===== src/rtl/uart_tx_arbiter.sv =====
`default_nettype none
// ============================================================================
// Module      : uart_tx_arbiter
// Description : Round-robin, packet-locking arbiter that shares one UART_TX
//               byte port between N_REQ byte-stream requesters. The grant is
//               held until the owner's last byte is accepted or the owner
//               stays idle long enough to trip the idle timeout.
// Revision    : 1.0 - initial release
// ============================================================================
module uart_tx_arbiter #(
    parameter int N_REQ        = 2,
    parameter int TIMEOUT_CLKS = 86900
) (
    input  logic                 clk,
    input  logic                 rst_n,
    input  logic [N_REQ-1:0]     req_valid,
    input  logic [8*N_REQ-1:0]   req_byte,
    input  logic [N_REQ-1:0]     req_last,
    output logic [N_REQ-1:0]     req_ready,
    output logic [7:0]           tx_byte,
    output logic                 tx_valid,
    input  logic                 tx_ready,
    output logic [N_REQ-1:0]     grant,
    output logic                 timeout
);

    localparam int c_IDX_W   = $clog2(N_REQ);
    // A zero timeout disables the timer; keep it one bit wide so it stays legal.
    localparam int c_TIMER_W = (TIMEOUT_CLKS > 0) ? $clog2(TIMEOUT_CLKS + 1) : 1;
    localparam logic [c_TIMER_W-1:0] c_TIMER_LIM =
        (TIMEOUT_CLKS > 0) ? c_TIMER_W'(TIMEOUT_CLKS - 1) : '0;
    localparam logic [c_TIMER_W-1:0] c_TIMER_MAX = '1;
    localparam bit   c_TIMEOUT_EN = (TIMEOUT_CLKS > 0);

    localparam logic [0:0] c_ST_IDLE = 1'b0;
    localparam logic [0:0] c_ST_LOCK = 1'b1;

    logic [0:0]           r_state;
    logic [N_REQ-1:0]     r_grant;
    logic [c_IDX_W-1:0]   r_owner;
    logic [c_IDX_W-1:0]   r_ptr;
    logic [c_TIMER_W-1:0] r_timer;
    logic                 r_timeout;

    logic                 w_pick_found;
    logic [c_IDX_W-1:0]   w_pick_idx;
    logic [N_REQ-1:0]     w_pick_onehot;
    logic [c_IDX_W-1:0]   w_cand;
    logic                 w_locked;
    logic                 w_own_valid;
    logic                 w_own_last;
    logic                 w_xfer;
    logic                 w_expire;

    // Round-robin search: first valid requester starting just after the pointer.
    always_comb begin
        w_pick_found  = 1'b0;
        w_pick_idx    = '0;
        w_pick_onehot = '0;
        w_cand        = '0;
        for (int k = 1; k <= N_REQ; k++) begin
            w_cand = c_IDX_W'((int'(r_ptr) + k) % N_REQ);
            if (!w_pick_found && req_valid[w_cand]) begin
                w_pick_found          = 1'b1;
                w_pick_idx            = w_cand;
                w_pick_onehot         = '0;
                w_pick_onehot[w_cand] = 1'b1;
            end
        end
    end

    assign w_locked    = (r_state == c_ST_LOCK);
    assign w_own_valid = req_valid[r_owner];
    assign w_own_last  = req_last[r_owner];
    assign w_xfer      = w_locked && w_own_valid && tx_ready;
    // Only owner idleness counts; a stalled-but-valid owner keeps the timer clear.
    assign w_expire    = c_TIMEOUT_EN && w_locked && !w_own_valid &&
                         (r_timer == c_TIMER_LIM);

    // Data path is a pure mux of the owner's stream so the first byte can
    // move in the very first locked cycle.
    assign tx_valid  = w_locked && w_own_valid;
    assign tx_byte   = w_locked ? req_byte[{r_owner, 3'b000} +: 8] : 8'h00;
    assign req_ready = w_locked ? (r_grant & {N_REQ{tx_ready}}) : '0;
    assign grant     = r_grant;
    assign timeout   = r_timeout;

    // Arbitration FSM: grant selection, packet lock, idle timer and release.
    always_ff @(posedge clk) begin
        if (!rst_n) begin
            r_state   <= c_ST_IDLE;
            r_grant   <= '0;
            r_owner   <= '0;
            r_ptr     <= c_IDX_W'(N_REQ - 1);
            r_timer   <= '0;
            r_timeout <= 1'b0;
        end else begin
            r_timeout <= 1'b0;
            case (r_state)
                c_ST_IDLE: begin
                    r_timer <= '0;
                    if (w_pick_found) begin
                        r_state <= c_ST_LOCK;
                        r_owner <= w_pick_idx;
                        r_grant <= w_pick_onehot;
                    end
                end
                c_ST_LOCK: begin
                    if (w_xfer && w_own_last) begin
                        r_state <= c_ST_IDLE;
                        r_grant <= '0;
                        r_ptr   <= r_owner;
                        r_timer <= '0;
                    end else if (w_own_valid) begin
                        r_timer <= '0;
                    end else if (w_expire) begin
                        r_state   <= c_ST_IDLE;
                        r_grant   <= '0;
                        r_ptr     <= r_owner;
                        r_timer   <= '0;
                        r_timeout <= 1'b1;
                    end else if (r_timer != c_TIMER_MAX) begin
                        r_timer <= r_timer + 1'b1;
                    end
                end
                default: begin
                    r_state <= c_ST_IDLE;
                    r_grant <= '0;
                    r_timer <= '0;
                end
            endcase
        end
    end

endmodule
`default_nettype wire


===== config.mk =====
export PLATFORM = sky130hd
export DESIGN_NAME = uart_tx_arbiter
export DESIGN_NICKNAME = d
export VERILOG_FILES = /design/src/rtl/uart_tx_arbiter.sv
export SDC_FILE = /design/constraint.sdc
export NUM_CORES = 1
export LEC_CHECK = 0
export BUFFER_PORTS_ARGS = -buffer_cell sky130_fd_sc_hd__buf_2
export CORE_AREA = 2 2 57 59
export DETAILED_ROUTE_END_ITERATION = 10
export DIE_AREA = 0 0 59 61
export PLACE_DENSITY = 0.77
export SLEW_MARGIN = 20
export SYNTH_ARGS = -nofsm -noshare
export SYNTH_HDL_FRONTEND = slang
export SYNTH_SLANG_ARGS = --single-unit
export TNS_END_PERCENT = 100

===== constraint.sdc =====
create_clock -name clk -period 2.1 [get_ports clk]
set_input_delay 0.105 -clock clk [delete_from_list [all_inputs] [get_ports clk]]
set_output_delay 0.105 -clock clk [all_outputs]
set_load 0.1 [all_outputs]

==> metrics.md, run 1 <==
| Metric | Value |
|---|---|
| Hold/Removal Path Class | in -> reg |
| Num CTS Buffers | 3 |
| Commonest non-fill, non-tap cell in the layout | buf_2 |
| Mapped Nets | 180 |
| Largest net degree at the start of global routing | 17 |
| Final period utilization | approximately 98% |
| Clk_lat worst skew | 300 ps |
| Total Power | roughly 910 uW |
| Power share of the combinational group | 28.1% |
| Grt met3 use | under 10% |
| Mean Syn Cell Area | about 8.6 um^2 |
| Clock Skews | around 2.3 ps |
| Drt via density | approximately 5.6 |
| Die H | 61 um |
| Netlist cell types | 42 |
| Worst Setup Path Type | reg -> reg |
| Seq pwr share | around 50% |
| Post-synthesis cell count | about 160 |
| Startpoint Class | flip-flop |
| PD cells | around 540 nW/um^2 |
| Post-DP Area | approximately 1600 um^2 |
| Layout area overhead | 28.1% |
| Initial core utilization | between 40 and 50% |
| Worst setup EP type | flip-flop |
| Grt total ovfl | 0 |
| Max cap viols | 0 |
| Post-route cell area | about 1700 um^2 |
| Max Root-Sink Buffers | 2 |
| Psw | between 300 and 400 uW |
| Ys async rst share | 0% |
| Ys flop type | dfxtp_1 |
| GR met1 Demand/Resource | 22.3% |
| Gpl congestion | roughly 0.84 |
| Total wire length | between 3000 and 4000 um |
| First-pass GRT wire length | about 5000 um |
| Commonest non-fill, non-tap cells in the layout | buf_2, dfxtp_1, nor2_1 |
| First-pass iteration count of the detailed router | 4 |
| Gr usage total | a little under a fifth |
| Root Buffer | clkbuf_4 |
| Wire per inst | about 14 um |
| Internal power | ~590 uW |
| Post-CTS Resized | 0 |
| Port Buf Inserts | 36 |
| GRT Max-Usage Layer | met2 |
| DR DRC count | 0 |
| Sequential area share after synthesis | about a third |
| Die footprint | 3600 um^2 |
| CTS tree | built |
| Via count | between 1000 and 1500 |
| Required @ worst endpoint | 2350 ps |
| LEAKAGE | approximately 0.62 nW |
| Post-Synthesis Cell Area | roughly 1300 um^2 |
| Clk pwr share | between 20% and 30% |
| Clock Sinks | 23 |
| ANT cells | 0 |
| Row count | 20 |
| Layout Nets | roughly 220 |
| I/O pin count | 37 |
| GR met2 Demand/Resource | a little under a third |
| Tightest hold margin | between 80 and 90 ps |
| Max-slew headroom | between 60% and 70% |
| Core area | around 3000 um^2 |
| Fmax | between 400 and 500 MHz |
| Setup Buffers After CTS | 0 |
| HPWL reported at the end of detailed placement | 2480 um |
| Number of synthesized flops with an enable pin | 0 |
| Drt initial violations | 36 |
| Initial antenna violation count | 0 |
| Status | finished clean |
| Peak VDD IR | 0.000319 V |
| Clock-pin slew on the worst setup and hold paths | 120 ps |
| Crit path DAT | between 2000 and 2500 ps |
| Final setup fails | 0 |
| Htree depth | 1 |
| Vias in the first global route | between 1000 and 1500 |
| CP Max Fanout | 6 |
| Switching part of the total power | a little over a third |
| Die W | a little under 60 um |
| Hold-fix buffers at CTS | 0 |
| Min Clock Period, post-route | 2060 ps |
| Syn. warnings | 0 |
| Yosys reg bits | 23 |
| Pins Over Slew Limit | 0 |
| Antenna Nets Post-Route | 0 |
| Slew at the pin closest to its max-slew limit | ~570 ps |
| Hold Vio Cnt, Final | 0 |
| Unrepaired setup endpoints after global routing | true |
| Layout cells sized above 1 | between 40% and 50% |
[registers in the layout (all words and copies together), names as in the netlist]
signal	count
r_timer	17
r_owner	1
r_state	1
timeout	1
grant	2
r_ptr	1
[layer usage]
metal / wire length [um] / vias to the layer above
met5: 0 / -
met4: 66 / 0
met3: 155 / 8
met2: 1670 / 47
met1: 1300 / 581
li1: - / 644
[power groups by stage]
stage / Combinational, mW / Sequential [mW] / Clock, mW
after floorplan: 0.188 / 0.482 / 0
after global placement: 0.252 / 0.465 / 0
after detailed placement: 0.257 / 0.466 / 0
after CTS: 0.258 / 0.456 / 0.208
after global routing: 0.270 / 0.458 / 0.225
final: 0.256 / 0.455 / 0.200
[synthesized netlist by cell type (all sizes together) (2+ instances only)]
| cell type | number | area (um^2) |
|---|---|---|
| and2 | 2 | 12.5 |
| clkbuf | 4 | 15.0 |
| a211o | 2 | 17.5 |
| nand2b | 3 | 18.8 |
| xor2 | 2 | 17.5 |
| o21ai | 7 | 35.0 |
| nand2 | 6 | 22.5 |
| a21oi | 5 | 25.0 |
| nand3 | 10 | 55.1 |
| nor4 | 4 | 40.0 |
| ha | 2 | 25.0 |
| nor2b | 9 | 56.3 |
| buf | 3 | 26.3 |
| or4 | 3 | 26.3 |
| or3 | 3 | 18.8 |
| nand3b | 3 | 22.5 |
| a31oi | 4 | 25.0 |
| mux2i | 12 | 120 |
| inv | 5 | 18.8 |
| nor3 | 3 | 15.0 |
| dfxtp | 23 | 460 |
| nand4b | 2 | 17.5 |
| nor3b | 3 | 22.5 |
| and3 | 3 | 18.8 |
| nor2 | 15 | 56.3 |
| xnor2 | 5 | 43.8 |
[through the flow]
step	setup slack [ps]	utilization (%)	instances	TNS [ps]
finish	39.6	57.6	229	0
floorplan	0.880	-	155	0
CTS	0.349	55.9	229	0
global placement	114	55.0	225	0
detailed placement	29.6	55.0	225	0
global route	-32.3	57.6	229	-90.3
[cells by family (layout without fill, tap and decap cells)]
logic type	Yosys count	count (layout)	share of synthesized area [%]
simple gates	71	71	31.5
flops	23	23	34.7
xor+xnor	7	7	4.61
compound gates	28	28	13.7
buf+inv	12	53	4.52
mux	12	12	9.04
fa+ha+maj	2	2	1.88
[critical path, stage by stage (launching register included)]
cell	delay [ps]
dfxtp_2	370
and3_4	190
nand3_4	100
nor3_2	60
ha_2	190
nand4b_1	170
or4_4	460
or3_4	350
a21oi_2	120
[cell type report]
type / instances / area, um^2
timing repair buffer: 44 / 240
tap: 33 / 41.3
sequential: 23 / 473
inverter: 5 / 18.8
fill: 266 / 1250
clock buffer: 4 / 26.3
multi-input combinational: 120 / 902
[path summary, 6_finish.rpt]
path / cells after the start / start / slack, ps / to
min reg2reg: 1 / r_timer[4]$_SDFFE_PN0P_ / 490 / r_timer[4]$_SDFFE_PN0P_
max: 8 / r_timer[11]$_SDFFE_PN0P_ / 40 / r_timer[15]$_SDFFE_PN0P_
min: 2 / rst_n / 80 / r_state$_SDFF_PN0_
max reg2reg: 8 / r_timer[11]$_SDFFE_PN0P_ / 40 / r_timer[15]$_SDFFE_PN0P_
Note: power is estimated with default switching activity, not from simulation.
==> run 2, diff against run 1 <==
--- a/config.mk
+++ b/config.mk
@@ -5,11 +5,12 @@
 export SDC_FILE = /design/constraint.sdc
 export NUM_CORES = 1
 export LEC_CHECK = 0
+export ABC_AREA = 1
 export BUFFER_PORTS_ARGS = -buffer_cell sky130_fd_sc_hd__buf_2
-export CORE_AREA = 2 2 57 59
+export CORE_AREA = 2 2 79 81
 export DETAILED_ROUTE_END_ITERATION = 10
-export DIE_AREA = 0 0 59 61
-export PLACE_DENSITY = 0.77
+export DIE_AREA = 0 0 81 83
+export PLACE_DENSITY = 0.48
 export SLEW_MARGIN = 20
 export SYNTH_ARGS = -nofsm -noshare
 export SYNTH_HDL_FRONTEND = slang
==> metrics.md, run 2 <==
| Metric | Value |
|---|---|
| Grt total ovfl | 0 |
| Hold/Removal Path Class | in -> reg |
| Row count | 28 |
| Placed cells | between 300 and 400 |
| Routed metal-1 wirelength | 1640 um |
| Power share of the combinational group | between 30% and 40% |
| Via count | about 1500 |
| Drt via density | between 4 and 5 |
| Clock Sinks | 23 |
| Fmax | between 500 and 600 MHz |
| Startpoint Class | flip-flop |
| Clk pwr share | about a quarter |
| Clk_lat worst skew | approximately 270 ps |
| XOR/XNOR share of the synthesized area | ~1.9% |
| Vias in the first global route | 1339 |
| Pins Over Slew Limit | 0 |
| Top post-synthesis cells by count | nand2_1, nor2_1, dfxtp_1, inv_1, nand3_1 |
| Required @ worst endpoint | approximately 2300 ps |
| RR Startpoint | r_timer[1]$_SDFFE_PN0P_ |
| Worst Setup Path Type | reg -> reg |
| Htree depth | 1 |
| Internal power | 650 uW |
| Max Root-Sink Buffers | 2 |
| Commonest non-fill, non-tap cell in the layout | nand2_1 |
| Post-synthesis mux area share | 0% |
| Unrepaired setup endpoints after global routing | false |
| Sequential area share after synthesis | approximately a third |
| Num CTS Buffers | 3 |
| Worst path cell trace | ha_4 -> nand3_4 -> nor2_4 -> nand3_2 -> nor4b_2 -> ha_2 -> buf_4 -> nand3_2 -> nand3_1 -> a21oi_1 |
| Final period utilization | around 93% |
| Worst path top cell family by delay | simple AND/OR/NAND/NOR gates |
| Leading post-synthesis cells by cell area | dfxtp_1, nand2_1, nor2_1 |
| Die footprint | 6720 um^2 |
| Critical path buffer and inverter count | 1 |
| Largest family of logic cells by synthesized area | simple AND/OR/NAND/NOR gates |
| R2r setup slk | 150 ps |
| Routed length on met3 | roughly 230 um |
| Gpl congestion | about 0.78 |
| Max cap viols | 0 |
| Worst hold start | rst_n |
| Multi-input gate area | 931 um^2 |
| Peak VDD IR | ~0.0003 V |
| Mapped Nets | around 250 |
| Psw | 411 uW |
| Status | finished clean |
| CP Max Fanout | 5 |
| Post-route insts no fill | around 350 |
| Layout area overhead | 35.9% |
| Switching part of the total power | about 39% |
| Initial antenna violation count | 0 |
| # fillers | roughly 660 |
| Crit path DAT | between 2000 and 2500 ps |
| Cell taking the most area after synthesis | dfxtp_1 |
| LEAKAGE | between 0.8 and 0.9 nW |
| Wire per inst | about 11 um |
| Antenna Nets Post-Route | 0 |
| CP most frequent cell | nand3_2 |
| I/O pin count | 37 |
| Clock Skews | ~1.7 ps |
| Post-synthesis cell count | about 220 |
| Syn. warnings | 0 |
| Max FFs per register | 17 |
| DR DRC count | 0 |
| Ys flop type | dfxtp_1 |
| Simple-gate share of the synthesized area | between 40% and 50% |
| Max-slew headroom | between 60% and 70% |
| Layout Nets | 297 |
| Ys async rst share | 0% |
| Post-route setup TNS | 0 ps |
| Crit path from | r_timer[1]$_SDFFE_PN0P_ |
| Die W | a little over 80 um |
| Clock-pin slew on the worst setup and hold paths | 80 ps |
| Mean Syn Cell Area | between 6 and 7 um^2 |
| Top routing layer in use | met4 |
| Synth Area in Compound Gates | between 10% and 20% |
| Adder-Cell Fraction of Synth Area | ~1.8% |
| Final setup fails | 0 |
| Port Buf Inserts | 36 |
| Root Buffer | clkbuf_8 |
| Number of synthesized flops with an enable pin | 0 |
| Commonest non-fill, non-tap cells in the layout | nand2_1, buf_2, nor2_1 |
| CTS tree | built |
| Netlist cell types | 26 |
| Seq pwr share | between 40% and 50% |
| Largest Register | r_timer |
| Gr usage total | 10.8% |
| Total wire length | between 3000 and 4000 um |
| Initial core utilization | between 20% and 30% |
| Critical-path top delay cell | dfxtp_4 |
| Drt initial violations | 31 |
| First-pass GRT wire length | approximately 5900 um |
| Die H | 83 um |
| Largest net degree at the start of global routing | 13 |
| Yosys reg bits | 23 |
| Slowest stage delay, CP | between 300 and 400 ps |
| Layout cells sized above 1 | approximately a third |
| Met2 Wirelength | 1770 um |
| Core area | approximately 5800 um^2 |
| Sequential Area | roughly 470 um^2 |
| Min Clock Period, post-route | 1950 ps |
| HPWL reported at the end of detailed placement | 2820 um |
| First-pass iteration count of the detailed router | 4 |
| Hold Vio Cnt, Final | 0 |
| Slew at the pin closest to its max-slew limit | between 400 and 500 ps |
| PD cells | around 550 nW/um^2 |
| ANT cells | 0 |
| Post-Synthesis Cell Area | approximately 1400 um^2 |
| Worst setup EP type | flip-flop |
| Yosys top cell area share | between 30 and 40% |
| Most frequent cell after synthesis | nand2_1 |
## run 2: changes by cell type after synthesis, sizes merged, moves of 8 or more
cell,change
o21ai,+8
mux2i,-12
nor2,+28
inv,+26
a21oi,+9
nand2,+48
nand3,+13
nor2b,-9
## run 2: layout make-up
cell class	instances	area share, %
Clock buffer	4	2.35
Inverter	33	6.71
Multi-Input combinational cell	165	48.5
Sequential cell	23	24.3
Tap cell	75	4.89
Timing Repair Buffer	46	13.3
## run 2: per-layer routing
layer / track usage, % / vias to the layer above
met5: 0 / -
li1: - / 804
met1: 13.6 / 662
met2: 18.3 / 40
met4: 2.77 / 0
met3: 2.72 / 2
## run 2: cell families (layout without fill, tap and decap cells)
family                     after synthesis  count (layout)
AOI/OAI and AO/OA                       30              30
buffers and inverters                   35              83
and+or+nand+nor                        129             130
DFF                                     23              23
adders and majority gates                2               2
xor gates and xnor gates                 3               3
## run 2: power by group through the flow
stage / Combinational [mW] / Sequential (mW) / Clock, mW
floorplan: 0.227 / 0.500 / 0
global route: 0.347 / 0.458 / 0.318
finish: 0.323 / 0.456 / 0.282
global placement: 0.322 / 0.468 / 0
detailed placement: 0.322 / 0.468 / 0
CTS: 0.323 / 0.457 / 0.300
## run 2: final timing paths
path,endpoint,cells past startpoint
max,r_timer[6]$_SDFFE_PN0P_,10
min,r_ptr$_SDFFE_PN1P_,2
max reg2reg,r_timer[6]$_SDFFE_PN0P_,10
min reg2reg,r_timer[14]$_SDFFE_PN0P_,2
## run 2: timing repair
action                                 4_1_cts  5_1_grt
pin swaps                                    1        5
endpoints found under the hold margin        0        0
setup endpoints to repair                    5       15
hold buffers                                 0        0
gates resized for setup                      3       12
cloned                                       0        1
setup buffers                                0        4
## run 2: through the flow
| step | power [mW] | utilization, % | setup WS (ps) | hold WS, ps | instance area [um^2] |
|---|---|---|---|---|---|
| CTS | 1.08 | 31.4 | 47.4 | 96.3 | 1820 |
| global placement | 0.790 | 30.4 | 101 | 381 | 1770 |
| global route | 1.12 | 33.0 | 5.17 | 98.0 | 1920 |
| finish | 1.06 | 33.0 | 154 | 100 | 1920 |
| detailed placement | 0.790 | 30.4 | -53.7 | 381 | 1770 |
| floorplan | 0.728 | - | 4.96 | 189 | 1460 |
